**config.mk**
```make
export PLATFORM = sky130hd
export DESIGN_NAME = move_cmd_exec
export DESIGN_NICKNAME = d
export VERILOG_FILES = /design/src/rtl/move_cmd_pkg.sv /design/src/rtl/move_cmd_exec_line_counter.sv /design/src/rtl/move_cmd_exec.sv
export SDC_FILE = /design/constraint.sdc
export NUM_CORES = 1
export LEC_CHECK = 0
export ABC_AREA = 1
export BUFFER_PORTS_ARGS = -buffer_cell sky130_fd_sc_hd__buf_2
export CAP_MARGIN = 30
export CORE_ASPECT_RATIO = 1.75
export CORE_MARGIN = 5
export CORE_UTILIZATION = 56
export DETAILED_ROUTE_END_ITERATION = 10
export GPL_ROUTABILITY_DRIVEN = 0
export PLACE_DENSITY = 0.81
export SLEW_MARGIN = 20
export SYNTH_ARGS = -nofsm -noshare
export SYNTH_HDL_FRONTEND = slang
export SYNTH_SLANG_ARGS = --single-unit
```
**constraint.sdc**
```tcl
create_clock -name clk -period 3.65 [get_ports clk]
set_input_delay 0.73 -clock clk [delete_from_list [all_inputs] [get_ports clk]]
set_output_delay 0.73 -clock clk [all_outputs]
set_load 0.01 [all_outputs]
```
**src/rtl/move_cmd_pkg.sv**
```systemverilog
// Shared opcodes, cmd field positions, ramp constants and FSM state type for the
// movement command executor.
package move_cmd_pkg;

  localparam logic [3:0] OP_CAL     = 4'h0;
  localparam logic [3:0] OP_MOVE    = 4'h2;
  localparam logic [3:0] OP_FANFARE = 4'h3;

  localparam int unsigned OP_MSB  = 15;
  localparam int unsigned OP_LSB  = 12;
  localparam int unsigned HDG_MSB = 11;
  localparam int unsigned HDG_LSB = 4;
  localparam int unsigned SQ_MSB  = 3;
  localparam int unsigned SQ_LSB  = 0;

  localparam logic [9:0]  MAX_SPD    = 10'h2A0;
  localparam logic [9:0]  SPD_INC    = 10'h008;
  localparam logic [9:0]  SPD_DEC    = 10'h020;
  localparam logic [11:0] ERR_THRESH = 12'd48;

  typedef enum logic [2:0] {IDLE, CAL, TURN, RAMP_UP, RAMP_DOWN} state_t;

  // Magnitude of a signed 12-bit error; -2048 has no positive twin, so saturate.
  function automatic logic [11:0] err_mag(input logic [11:0] e);
    if (e == 12'h800) return 12'h7FF;
    else if (e[11]) return 12'h000 - e;
    else return e;
  endfunction

endpackage

```
**src/rtl/move_cmd_exec_line_counter.sv**
```systemverilog
// Counts rising edges of the centre line sensor after a two-flop synchronizer.
module line_counter (
  input  logic       clk,
  input  logic       rst,
  input  logic       cntrIR,
  input  logic       clr,
  input  logic       en,
  output logic [4:0] cnt
);

  logic       sync1_q, sync2_q, prev_q;
  logic [4:0] cnt_q, cnt_d;
  logic       rise;

  assign rise = sync2_q & ~prev_q;
  assign cnt  = cnt_q;

  always_comb begin
    cnt_d = cnt_q;
    if (clr) cnt_d = 5'd0;
    else if (en && rise) cnt_d = cnt_q + 5'd1;
  end

  always_ff @(posedge clk) begin
    if (rst) begin
      sync1_q <= 1'b0;
      sync2_q <= 1'b0;
      prev_q  <= 1'b0;
      cnt_q   <= 5'd0;
    end else begin
      sync1_q <= cntrIR;
      sync2_q <= sync1_q;
      prev_q  <= sync2_q;
      cnt_q   <= cnt_d;
    end
  end

endmodule

```
**src/rtl/move_cmd_exec.sv**
```systemverilog
// Accepts one movement/calibration command at a time, runs it, and pulses send_resp
// when it is finished.
module move_cmd_exec (
  input  logic        clk,
  input  logic        rst,
  input  logic [15:0] cmd,
  input  logic        cmd_rdy,
  output logic        clr_cmd_rdy,
  output logic        send_resp,
  input  logic        cal_done,
  output logic        strt_cal,
  input  logic [11:0] error,
  input  logic        heading_rdy,
  input  logic        cntrIR,
  output logic [11:0] desired_heading,
  output logic [9:0]  frwrd_spd,
  output logic        moving,
  output logic        fanfare_go
);
  import move_cmd_pkg::*;

  state_t      state_q, state_d;
  logic [3:0]  op_q, op_d;
  logic [3:0]  sq_q, sq_d;
  logic [11:0] dh_q, dh_d;
  logic [9:0]  spd_q, spd_d;
  logic        strt_q, strt_d;
  logic        resp_q, resp_d;
  logic        fan_q, fan_d;
  logic        accept, cnt_clr, cnt_en;
  logic [4:0]  cnt;
  logic [10:0] spd_inc;
  logic [3:0]  op_in;
  logic [7:0]  hdg_in;

  line_counter u_line_counter (
    .clk    (clk),
    .rst    (rst),
    .cntrIR (cntrIR),
    .clr    (cnt_clr),
    .en     (cnt_en),
    .cnt    (cnt)
  );

  assign op_in   = cmd[OP_MSB:OP_LSB];
  assign hdg_in  = cmd[HDG_MSB:HDG_LSB];
  assign spd_inc = {1'b0, spd_q} + {1'b0, SPD_INC};
  assign cnt_en  = (state_q == RAMP_UP);

  always_comb begin
    state_d = state_q;
    op_d    = op_q;
    sq_d    = sq_q;
    dh_d    = dh_q;
    spd_d   = spd_q;
    strt_d  = 1'b0;
    resp_d  = 1'b0;
    fan_d   = 1'b0;
    accept  = 1'b0;
    cnt_clr = 1'b0;
    unique case (state_q)
      IDLE: begin
        // Hold off the acknowledge while a response pulse is out.
        if (cmd_rdy && !resp_q) begin
          accept = 1'b1;
          op_d   = op_in;
          sq_d   = cmd[SQ_MSB:SQ_LSB];
          if (op_in == OP_CAL) begin
            strt_d  = 1'b1;
            state_d = CAL;
          end else if (op_in == OP_MOVE || op_in == OP_FANFARE) begin
            dh_d    = (hdg_in == 8'h00) ? 12'h000 : {hdg_in, 4'hF};
            cnt_clr = 1'b1;
            state_d = TURN;
          end else begin
            resp_d = 1'b1;
          end
        end
      end
      CAL: begin
        if (cal_done) begin
          resp_d  = 1'b1;
          state_d = IDLE;
        end
      end
      TURN: begin
        spd_d = 10'd0;
        if (err_mag(error) < ERR_THRESH) begin
          if (sq_q == 4'd0) begin
            resp_d  = 1'b1;
            state_d = IDLE;
          end else begin
            state_d = RAMP_UP;
          end
        end
      end
      RAMP_UP: begin
        if (heading_rdy) spd_d = (spd_inc > {1'b0, MAX_SPD}) ? MAX_SPD : spd_inc[9:0];
        if (cnt == {sq_q, 1'b0}) begin
          state_d = RAMP_DOWN;
          fan_d   = (op_q == OP_FANFARE);
        end
      end
      RAMP_DOWN: begin
        if (spd_q == 10'd0) begin
          resp_d  = 1'b1;
          state_d = IDLE;
        end else if (heading_rdy) begin
          spd_d = (spd_q > SPD_DEC) ? spd_q - SPD_DEC : 10'd0;
        end
      end
      default: state_d = IDLE;
    endcase
  end

  always_ff @(posedge clk) begin
    if (rst) begin
      state_q <= IDLE;
      op_q    <= 4'd0;
      sq_q    <= 4'd0;
      dh_q    <= 12'd0;
      spd_q   <= 10'd0;
      strt_q  <= 1'b0;
      resp_q  <= 1'b0;
      fan_q   <= 1'b0;
    end else begin
      state_q <= state_d;
      op_q    <= op_d;
      sq_q    <= sq_d;
      dh_q    <= dh_d;
      spd_q   <= spd_d;
      strt_q  <= strt_d;
      resp_q  <= resp_d;
      fan_q   <= fan_d;
    end
  end

  assign clr_cmd_rdy     = accept & ~rst;
  assign send_resp       = resp_q;
  assign strt_cal        = strt_q;
  assign fanfare_go      = fan_q;
  assign desired_heading = dh_q;
  assign frwrd_spd       = spd_q;
  assign moving          = (state_q == TURN) || (state_q == RAMP_UP) || (state_q == RAMP_DOWN);

endmodule

```
Word level (Yosys, flattened, before mapping)
Index checks and enable logic that the tools add are counted.

word-level totals
  register bits after elaboration = 44
  bits of input ports = 34
  output and inout port bits = 27
  word-level logic and storage cells = 99

operators by class
  add/subtract/negate cells = 4
  $lt $le $gt $ge = 3
  eq/ne operators = 18
  muxes and demuxes = 34
  bitwise gates (word level) = 9
  reduce and logical (&&, ||, !) cells = 19

operators by type and width
  kind                                                         number
  two-way mux 10 bit                                           5
  two-way mux 12 bit                                           4
  case mux 10 bit (3 select lines)                             1
  two-way mux 3 bit                                            7
  != test 2 bit, second input constant                         8
  case mux 3 bit (5 select lines)                              1
  two-way mux 1 bit                                            14
  == test 12 bit, second input constant                        1
  == test 4 x 2 -> 1 bit, second input constant                3
  less-than comparator 12 x 6 -> 1 bit, second input constant  1
  subtractor 1 x 12 -> 12 bit, first input constant            1
  adder 10 x 4 -> 11 bit, second input constant                1
  > comparator 11 x 10 -> 1 bit, second input constant         1
  > comparator 10 x 6 -> 1 bit, second input constant          1
  zero test 10 bit                                             1
  subtractor 10 x 6 -> 10 bit, second input constant           1
  zero test 4 bit                                              2
  zero test 8 bit                                              1
  AND reduction 4 bit                                          2
  inverter 1 bit                                               7
  == test 3 x 2 -> 1 bit, second input constant                2
  AND reduction 6 bit                                          1
  OR reduction 3 bit                                           2
  adder 5 x 1 -> 5 bit, second input constant                  1
  14 further kinds                                             18

Logic depth before layout (Yosys ltp)
Gate-level depths: netlist (run 1).

  depth after elaboration = 7
  depth in mapped cells = 15
  mapped depth without buffers = 14

Hierarchy
Synthesis (run 1) repeated with hierarchy kept, for this count alone.

second synthesis, totals
  cells, all modules = 324
  area, all modules = 2,238.4 sq um

by module, submodules not included
  module         instances  cells each  area each (sq um)  sequential area each (sq um)
  move_cmd_exec  1          279         1,905.6            600.6
  line_counter   1          45          332.8              160.2

Worst setup path after synthesis (run 1)
OpenSTA, ideal clock, no wires.

  path kind = input to output
  start = in cmd_rdy
  end = out clr_cmd_rdy
  arrival = 1,318 ps
  required time = 2,920 ps
  setup slack = 1,602 ps
  stages = 6
  buffers on the path = 0
  cell sequence = inv_1 > nor2_1 > inv_1 > nor2_4 > inv_1 > nor2_1

on the way
  longest elaborated chain between the ends = 4

ends and longest elaborated chain
  item               line                  text
  start, declared    move_cmd_exec.sv:7    input logic cmd_rdy,
  logical AND 1 bit  move_cmd_exec.sv:64   if (cmd_rdy && !resp_q) begin
  two-way mux 1 bit  move_cmd_exec.sv:64
  two-way mux 1 bit  move_cmd_exec.sv:61   unique case (state_q)
  AND 1 bit          move_cmd_exec.sv:138  assign clr_cmd_rdy = accept & ~rst;
  end, declared      move_cmd_exec.sv:8    output logic clr_cmd_rdy,

Every way passes these cells.

Worst setup path after layout (run 1)
Same ends and word-level chain as after synthesis.

==> results of run 1 <==
[synth_stat cells (2+ instances only)]
master                      n  area share
sky130_fd_sc_hd__a31oi_1    2      0.0056
sky130_fd_sc_hd__nand3_1   15       0.034
sky130_fd_sc_hd__nand2_2    3      0.0084
sky130_fd_sc_hd__o21ai_1    2      0.0045
sky130_fd_sc_hd__a21oi_2    6       0.024
sky130_fd_sc_hd__o21ai_0   23       0.052
sky130_fd_sc_hd__nand2_1   61        0.10
sky130_fd_sc_hd__buf_4      7       0.024
sky130_fd_sc_hd__nor2_2     2      0.0056
sky130_fd_sc_hd__inv_1     37       0.062
sky130_fd_sc_hd__nor2_4     4       0.020
sky130_fd_sc_hd__nor4_1     4       0.011
sky130_fd_sc_hd__o21ai_2    3       0.012
sky130_fd_sc_hd__nor3_4     2       0.015
sky130_fd_sc_hd__a21oi_1   14       0.031
sky130_fd_sc_hd__o22ai_1    2      0.0056
sky130_fd_sc_hd__nand2_4    2       0.010
sky130_fd_sc_hd__nor3_1     4      0.0090
sky130_fd_sc_hd__nor2_1    56       0.094
sky130_fd_sc_hd__dfxtp_1   38        0.34
sky130_fd_sc_hd__clkbuf_1   3      0.0050
sky130_fd_sc_hd__xor2_1     4       0.016
sky130_fd_sc_hd__nand4_1    5       0.014
sky130_fd_sc_hd__buf_2      2      0.0045
sky130_fd_sc_hd__ha_1       6       0.034
sky130_fd_sc_hd__inv_2      4      0.0067
[metal layers]
layer	vias up	wire length, um	GRT usage
met3	12	305	0.0387
met4	0	161	0.110
met1	1017	1880	0.196
li1	1130	-	-
met5	-	0	0
met2	69	2990	0.394
[area by class of cell]
type	count	area, um^2
diodes	1	2.50
repair buffers	57	285
clock inverters	1	30.0
flip-flops and latches	38	761
inverters	41	154
fillers	345	1250
well taps	48	60.1
multi-input cells	232	1240
clock buffers	6	82.6
[worst max-delay path: stages]
cell,delay (ns)
sky130_fd_sc_hd__buf_2,0.08
sky130_fd_sc_hd__inv_1,0.03
sky130_fd_sc_hd__nor2_1,0.07
sky130_fd_sc_hd__inv_1,0.09
sky130_fd_sc_hd__nor2_4,0.20
sky130_fd_sc_hd__inv_1,0.19
sky130_fd_sc_hd__nor2_1,0.14
sky130_fd_sc_hd__buf_2,0.15
[worst paths after layout]
kind,start,to,slack [ns],depth (start not counted)
worst min-delay path,u_line_counter.sync1_q$_SDFF_PP0_,u_line_counter.sync2_q$_SDFF_PP0_,0.41,2
worst max register to register,frwrd_spd[3]$_SDFFE_PP0P_,frwrd_spd[6]$_SDFFE_PP0P_,1.73,13
worst max-delay path,cmd_rdy,clr_cmd_rdy,1.24,8
worst min register to register,u_line_counter.sync1_q$_SDFF_PP0_,u_line_counter.sync2_q$_SDFF_PP0_,0.41,2
[metrics by stage]
stage / setup WS, ns / power, uW / hold slack [ns] / std cells
after floorplan: 1.60 / 838 / 0.388 / 324
after global placement: 1.29 / 928 / 0.395 / 416
after detailed placement: 1.24 / 940 / 0.404 / 416
after CTS: 1.24 / 1300 / 0.416 / 423
after global routing: 1.08 / 1380 / 0.446 / 424
final: 1.24 / 1290 / 0.411 / 424
[power breakdown]
group	internal [uW]	total [uW]	switching [uW]
clock	219	360	141
sequential	471	522	50.3
combinational	150	412	262
[kinds of logic (layout without fill, tap and decap cells)]
family / Yosys count / after routing / synth area share
xor+xnor: 4 / 4 / 0.0157
simple gates: 163 / 163 / 0.349
other cells: 1 / 4 / 0.00168
buf+inv: 54 / 105 / 0.107
flops: 38 / 38 / 0.341
compound gates: 56 / 56 / 0.151
fa+ha+maj: 6 / 6 / 0.0337
[flip-flops by register name, summed over array words and instances (netlist names), 3 cells and up]
register	flops
state_q	3
u_line_counter.cnt	5
op_q	4
sq_q	4
desired_heading	9
frwrd_spd	7
==> qor_table.md, run 1 <==
| Item | Reported |
|:---|:---|
| Number of nets with antenna violations after detailed routing | 0 |
| Buffer depth of the longest clock path | 2 |
| TritonCTS buffer count | 5 |
| Post-synth EDFFs | 0 |
| Areal power density over the cells | 495 nW/um^2 |
| Number of antenna violations at the first check in global routing | 1 |
| CORE AREA | 3870 um^2 |
| Pin count of the biggest net entering global routing | 19 |
| DP Area | 2500 um^2 |
| Fin. Hold Viols | 0 |
| Number of resized instances in the post-cts repair step | 0 |
| Final period util | 0.660 |
| Setup Buffers After CTS | 0 |
| Area enclosed by the die boundary | 5400 um^2 |
| Worst slew margin | 0.626 |
| Drt pass-1 iters | 5 |
| Setup TNS | 0 ns |
| Layout cells sized above 1 | 0.248 |
| Critical Path Fanout Max | 11 |
| Die extent in y | 93.5 um |
| Commonest register cell after synthesis | sky130_fd_sc_hd__dfxtp_1 |
| Data required, critical path | 2.92 ns |
| Worst setup path class | input port to output port |
| Signed area change from the synthesized netlist to the final layout | 17.2% |
| Worst-Margin Slew | 0.557 ns |
| Number of global-route vias before repair | 2,177 |
| Global-route wire length before repair | 8.85 mm |
| Most common library cell in the layout ignoring fill and taps | sky130_fd_sc_hd__nand2_1 |
| Critical path capture point type | output port |
| Yosys warnings | 0 |
| Post-route minimum period | 2.41 ns |
| Static power due to leakage | 0.00127 uW |
| Proportion of register bits with asynchronous set or reset after synthesis | 0 |
| Unrepaired setup endpoints after global routing | false |
| Boundary pin count | 61 |
| Instance count of the mapped netlist | 322 |
| Worst clock skew | 0.00520 ns |
| Number of violations reported at the end of detailed-routing iteration 0 | 95 |
| Max Cap Viol | 0 |
| Final routed wirelength across all metal layers | 5.33 mm |
| Endpoints failing setup | 0 |
| Number of clock sinks | 38 |
| Global-route usage over all layers | 0.206 |
| Maximum clock frequency | 415 MHz |
| Post-CTS Hold Buffers | 0 |
| Endpoint arrival time on the critical path | 1.68 ns |
| Highest ir drop seen on vdd | 0.299 mV |
| Flip-flop and latch count after synthesis | 38 |
| Final core area utilization | 0.676 |
| Top library cells by usage in the layout, fill and taps aside | sky130_fd_sc_hd__nand2_1, sky130_fd_sc_hd__buf_2, sky130_fd_sc_hd__nor2_1 |
| Residual overflow from global routing | 0 |
| Net total in the final layout | 415 |
| Number of slew-limit violations in the final report | 0 |
| Row count | 30 |
| Final HPWL DP | 4.22 mm |
| Wire length per cell | 12.6 um |
| Initial core utilization | 0.577 |
| Run status | completed |
| Area of all placed cells without fillers | 2610 um^2 |
| Number of buffer cells added on primary ports | 57 |
| Number of H-tree branching levels | 2 |
| Kind of start point of the critical path | input port |
| Via density per instance | 5.25 |
| Syn Area/Cell | 6.93 um^2 |
| Die boundary width | 57.7 um |
| Yosys cell types | 37 |
| Register area share after synthesis | 0.341 |
| Clock tree from TritonCTS | done |
| Later-pin clock latency in the skew report | 0.29 ns |
| Post-detailed-route DRC marker count | 0 |
| Clock transition time at the flip-flop clock pins of the worst setup and hold paths | 0.07 ns |
| Root buffer cell | sky130_fd_sc_hd__clkbuf_8 |
| Routed via count | 2,228 |
| HP Class | flip-flop to flip-flop |
| Cell area after synthesis | 2230 um^2 |
Power figures use the tool's default switching activity.
==> run 2, diff against run 1 <==
--- a/config.mk
+++ b/config.mk
@@ -10,10 +10,10 @@
 export CAP_MARGIN = 30
 export CORE_ASPECT_RATIO = 1.75
 export CORE_MARGIN = 5
-export CORE_UTILIZATION = 56
+export CORE_UTILIZATION = 47
 export DETAILED_ROUTE_END_ITERATION = 10
 export GPL_ROUTABILITY_DRIVEN = 0
-export PLACE_DENSITY = 0.81
+export PLACE_DENSITY = 0.72
 export SLEW_MARGIN = 20
 export SYNTH_ARGS = -nofsm -noshare
 export SYNTH_HDL_FRONTEND = slang
==> constraint.sdc (replaced) <==
create_clock -name clk -period 2 [get_ports clk]
set_input_delay 0.4 -clock clk [delete_from_list [all_inputs] [get_ports clk]]
set_output_delay 0.4 -clock clk [all_outputs]
set_load 0.01 [all_outputs]
==> qor_table.md, run 2 (synthesized netlist as in run 1, its figures left out) <==
| Item | Reported | Delta |
|:---|:---|:---|
| Setup slack on the worst flop-to-flop path | 0.28 ns | -1.45 ns |
| Top library cells by usage in the layout, fill and taps aside | sky130_fd_sc_hd__nand2_1, sky130_fd_sc_hd__buf_2, sky130_fd_sc_hd__nor2_1 |  |
| Critical hold path startpoint | cntrIR |  |
| Fin. Hold Viols | 0 | unchanged |
| Routed via count | 2,196 | -1.4% |
| Residual overflow from global routing | 0 | unchanged |
| Flip-flop count of the largest register, all copies and words added | 9 | unchanged |
| Endpoints failing setup | 0 | unchanged |
| Final period util | 0.925 |  |
| Number of violations reported at the end of detailed-routing iteration 0 | 47 | -51% |
| Number of slew-limit violations in the final report | 0 | unchanged |
| Row count | 33 | +10% |
| Root buffer cell | sky130_fd_sc_hd__clkbuf_8 |  |
| Number of antenna violations at the first check in global routing | 0 | -1 |
| Cell with the largest stage delay on the worst path | sky130_fd_sc_hd__dfxtp_1 |  |
| Final core area utilization | 0.562 | -0.114 |
| Critical Path Fanout Max | 4 | -7 |
| Later-pin clock latency in the skew report | 0.29 ns | about the same |
| Worst slew margin | 0.584 | -0.0413 |
| WHS Endpoint | u_line_counter.sync1_q$_SDFF_PP0_ |  |
| Endpoint arrival time on the critical path | 1.45 ns | -0.23 ns |
| Kind of start point of the critical path | flip-flop |  |
| Run status | completed |  |
| Worst-Margin Slew | 0.618 ns | +0.0613 ns |
| Areal power density over the cells | 854 nW/um^2 | +73% |
| Buffer depth of the longest clock path | 2 | unchanged |
| Inserted Diodes | 0 | -1 |
| Number of buffer cells added on primary ports | 57 | unchanged |
| Setup TNS | 0 ns | unchanged |
| Unrepaired setup endpoints after global routing | false |  |
| Cell Count Post-Placement | 423 | +1.7% |
| Cell mode on critical path | sky130_fd_sc_hd__nor2_4 |  |
| Final routed wirelength across all metal layers | 5.15 mm | -3.4% |
| Maximum clock frequency | 541 MHz |  |
| Number of nets with antenna violations after detailed routing | 0 | unchanged |
| Global-route usage over all layers | 0.180 | -0.0252 |
| Crit-path cells | nor2_4 -> nand2_2 -> nor2_4 -> clkinvlp_4 -> nor2_1 -> buf_2 |  |
| CP peak stage delay | 0.39 ns | +0.19 ns |
| Via density per instance | 5.08 | -3.3% |
| Max Cap Viol | 0 | unchanged |
| Worst setup path class | flip-flop to output port |  |
| Final critical-path setup slack | 0.151 ns | -1.09 ns |
| CORE AREA | 4670 um^2 | +21% |
| Post-detailed-route DRC marker count | 0 | unchanged |
| Beginning of the worst register-to-register path | frwrd_spd[5]$_SDFFE_PP0P_ |  |
| Worst flop-to-flop path endpoint | frwrd_spd[5]$_SDFFE_PP0P_ |  |
| Post-route minimum period | 1.85 ns |  |
| Signed area change from the synthesized netlist to the final layout | 17.6% |  |
| Post-CTS Hold Buffers | 0 | unchanged |
| Number of H-tree branching levels | 2 | unchanged |
| Pin count of the biggest net entering global routing | 19 | unchanged |
| Min-Delay Path Depth | 3 | +1 |
| Static power due to leakage | 0.00128 uW | +0.64% |
| Boundary pin count | 61 | unchanged |
| Drt pass-1 iters | 4 | -1 |
| Number of clock sinks | 38 | unchanged |
| Clock transition time at the flip-flop clock pins of the worst setup and hold paths | 0.07 ns | about the same |
| TritonCTS buffer count | 5 | unchanged |
| Data required, critical path | 1.60 ns | -1.32 ns |
| Layout cells sized above 1 | 0.261 | +0.0125 |
| Area enclosed by the die boundary | 6280 um^2 | +16% |
| Post-placement worst setup slack | 0.288 ns | -0.953 ns |
| Initial core utilization | 0.478 | -0.0989 |
| Number of cells on the worst reg-to-reg path | 11 | -2 |
| Number of global-route vias before repair | 2,079 | -4.5% |
| Number of cells in the finished layout apart from fillers | 432 | +1.9% |
| Highest ir drop seen on vdd | 0.685 mV | +130% |
| Critical path capture point type | output port |  |
| HP Class | input port to flip-flop |  |
| Most common library cell in the layout ignoring fill and taps | sky130_fd_sc_hd__nand2_1 |  |
| Worst clock skew | 0.00612 ns | +0.000925 ns |
| Die boundary width | 62.1 um | +7.6% |
| Clock tree from TritonCTS | done |  |
| Final HPWL DP | 4.18 mm | -1.1% |
| Net total in the final layout | 420 | +1.2% |
| Wire length per cell | 11.9 um | -5.2% |
| Layout fillers | 494 | +43% |
| Die extent in y | 101 um | +8.2% |
| Global-route wire length before repair | 8.58 mm | -3.1% |
[run 2: cell type report]
cell class | count | area, um^2 | area share
well taps | 52 | 65.1 | 0.0248
inverters | 41 | 158 | 0.0601
repair buffers | 62 | 323 | 0.123
clock buffers | 5 | 68.8 | 0.0262
multi-input cells | 232 | 1240 | 0.472
flip-flops and latches | 38 | 761 | 0.290
clock inverters | 2 | 10.0 | 0.00381
[run 2: worst max path at each step]
stage                         startpoint  slack [ns]                   endpoint  cells past startpoint
3_5_place_dp   frwrd_spd[5]$_SDFFE_PP0P_        0.29  frwrd_spd[5]$_SDFFE_PP0P_                     11
3_3_place_gp                     cmd[14]        0.31    state_q[0]$_SDFFE_PP0P_                     10
2_1_floorplan  frwrd_spd[3]$_SDFFE_PP0P_        0.29  frwrd_spd[5]$_SDFFE_PP0P_                     15
6_report         state_q[0]$_SDFFE_PP0P_        0.15                clr_cmd_rdy                      6
4_1_cts          state_q[0]$_SDFFE_PP0P_        0.07                clr_cmd_rdy                      6
5_1_grt        frwrd_spd[3]$_SDFFE_PP0P_        0.04  frwrd_spd[7]$_SDFFE_PP0P_                     14
[run 2: timing repair]
action	4_1_cts	5_1_grt
endpoints found under the setup margin	0	1
endpoints found under the hold margin	0	0
setup buffers	0	2
gates resized for setup	0	1
[run 2: critical path: cells and delay by family, from the launching register on]
family	cells	cell delay, ns
flops	1	0.39
buf+inv	2	0.26
simple gates	4	0.52
[run 2: report_power, final]
part | total (uW) | switching (uW) | internal [uW]
Clock | 494 | 261 | 234
Sequential | 953 | 93.4 | 860
Combinational | 792 | 484 | 309
Total | 2240 | 838 | 1400
[run 2: per-stage QoR]
stage | hold WS [ns] | total power [uW] | instance area [um^2]
after floorplan | 0.388 | 1530 | 2240
after global placement | 0.399 | 1720 | 2530
after detailed placement | 0.399 | 1730 | 2530
after CTS | 0.306 | 2230 | 2610
after global routing | 0.312 | 2410 | 2620
final | 0.308 | 2240 | 2620
[run 2: per-layer routing]
layer | GRT usage | part of all wire | vias up
met1 | 0.175 | 0.36 | 978
li1 | - | - | 1138
met5 | 0 | 0 | -
met3 | 0.0383 | 0.071 | 17
met4 | 0.0964 | 0.037 | 0
met2 | 0.331 | 0.54 | 63
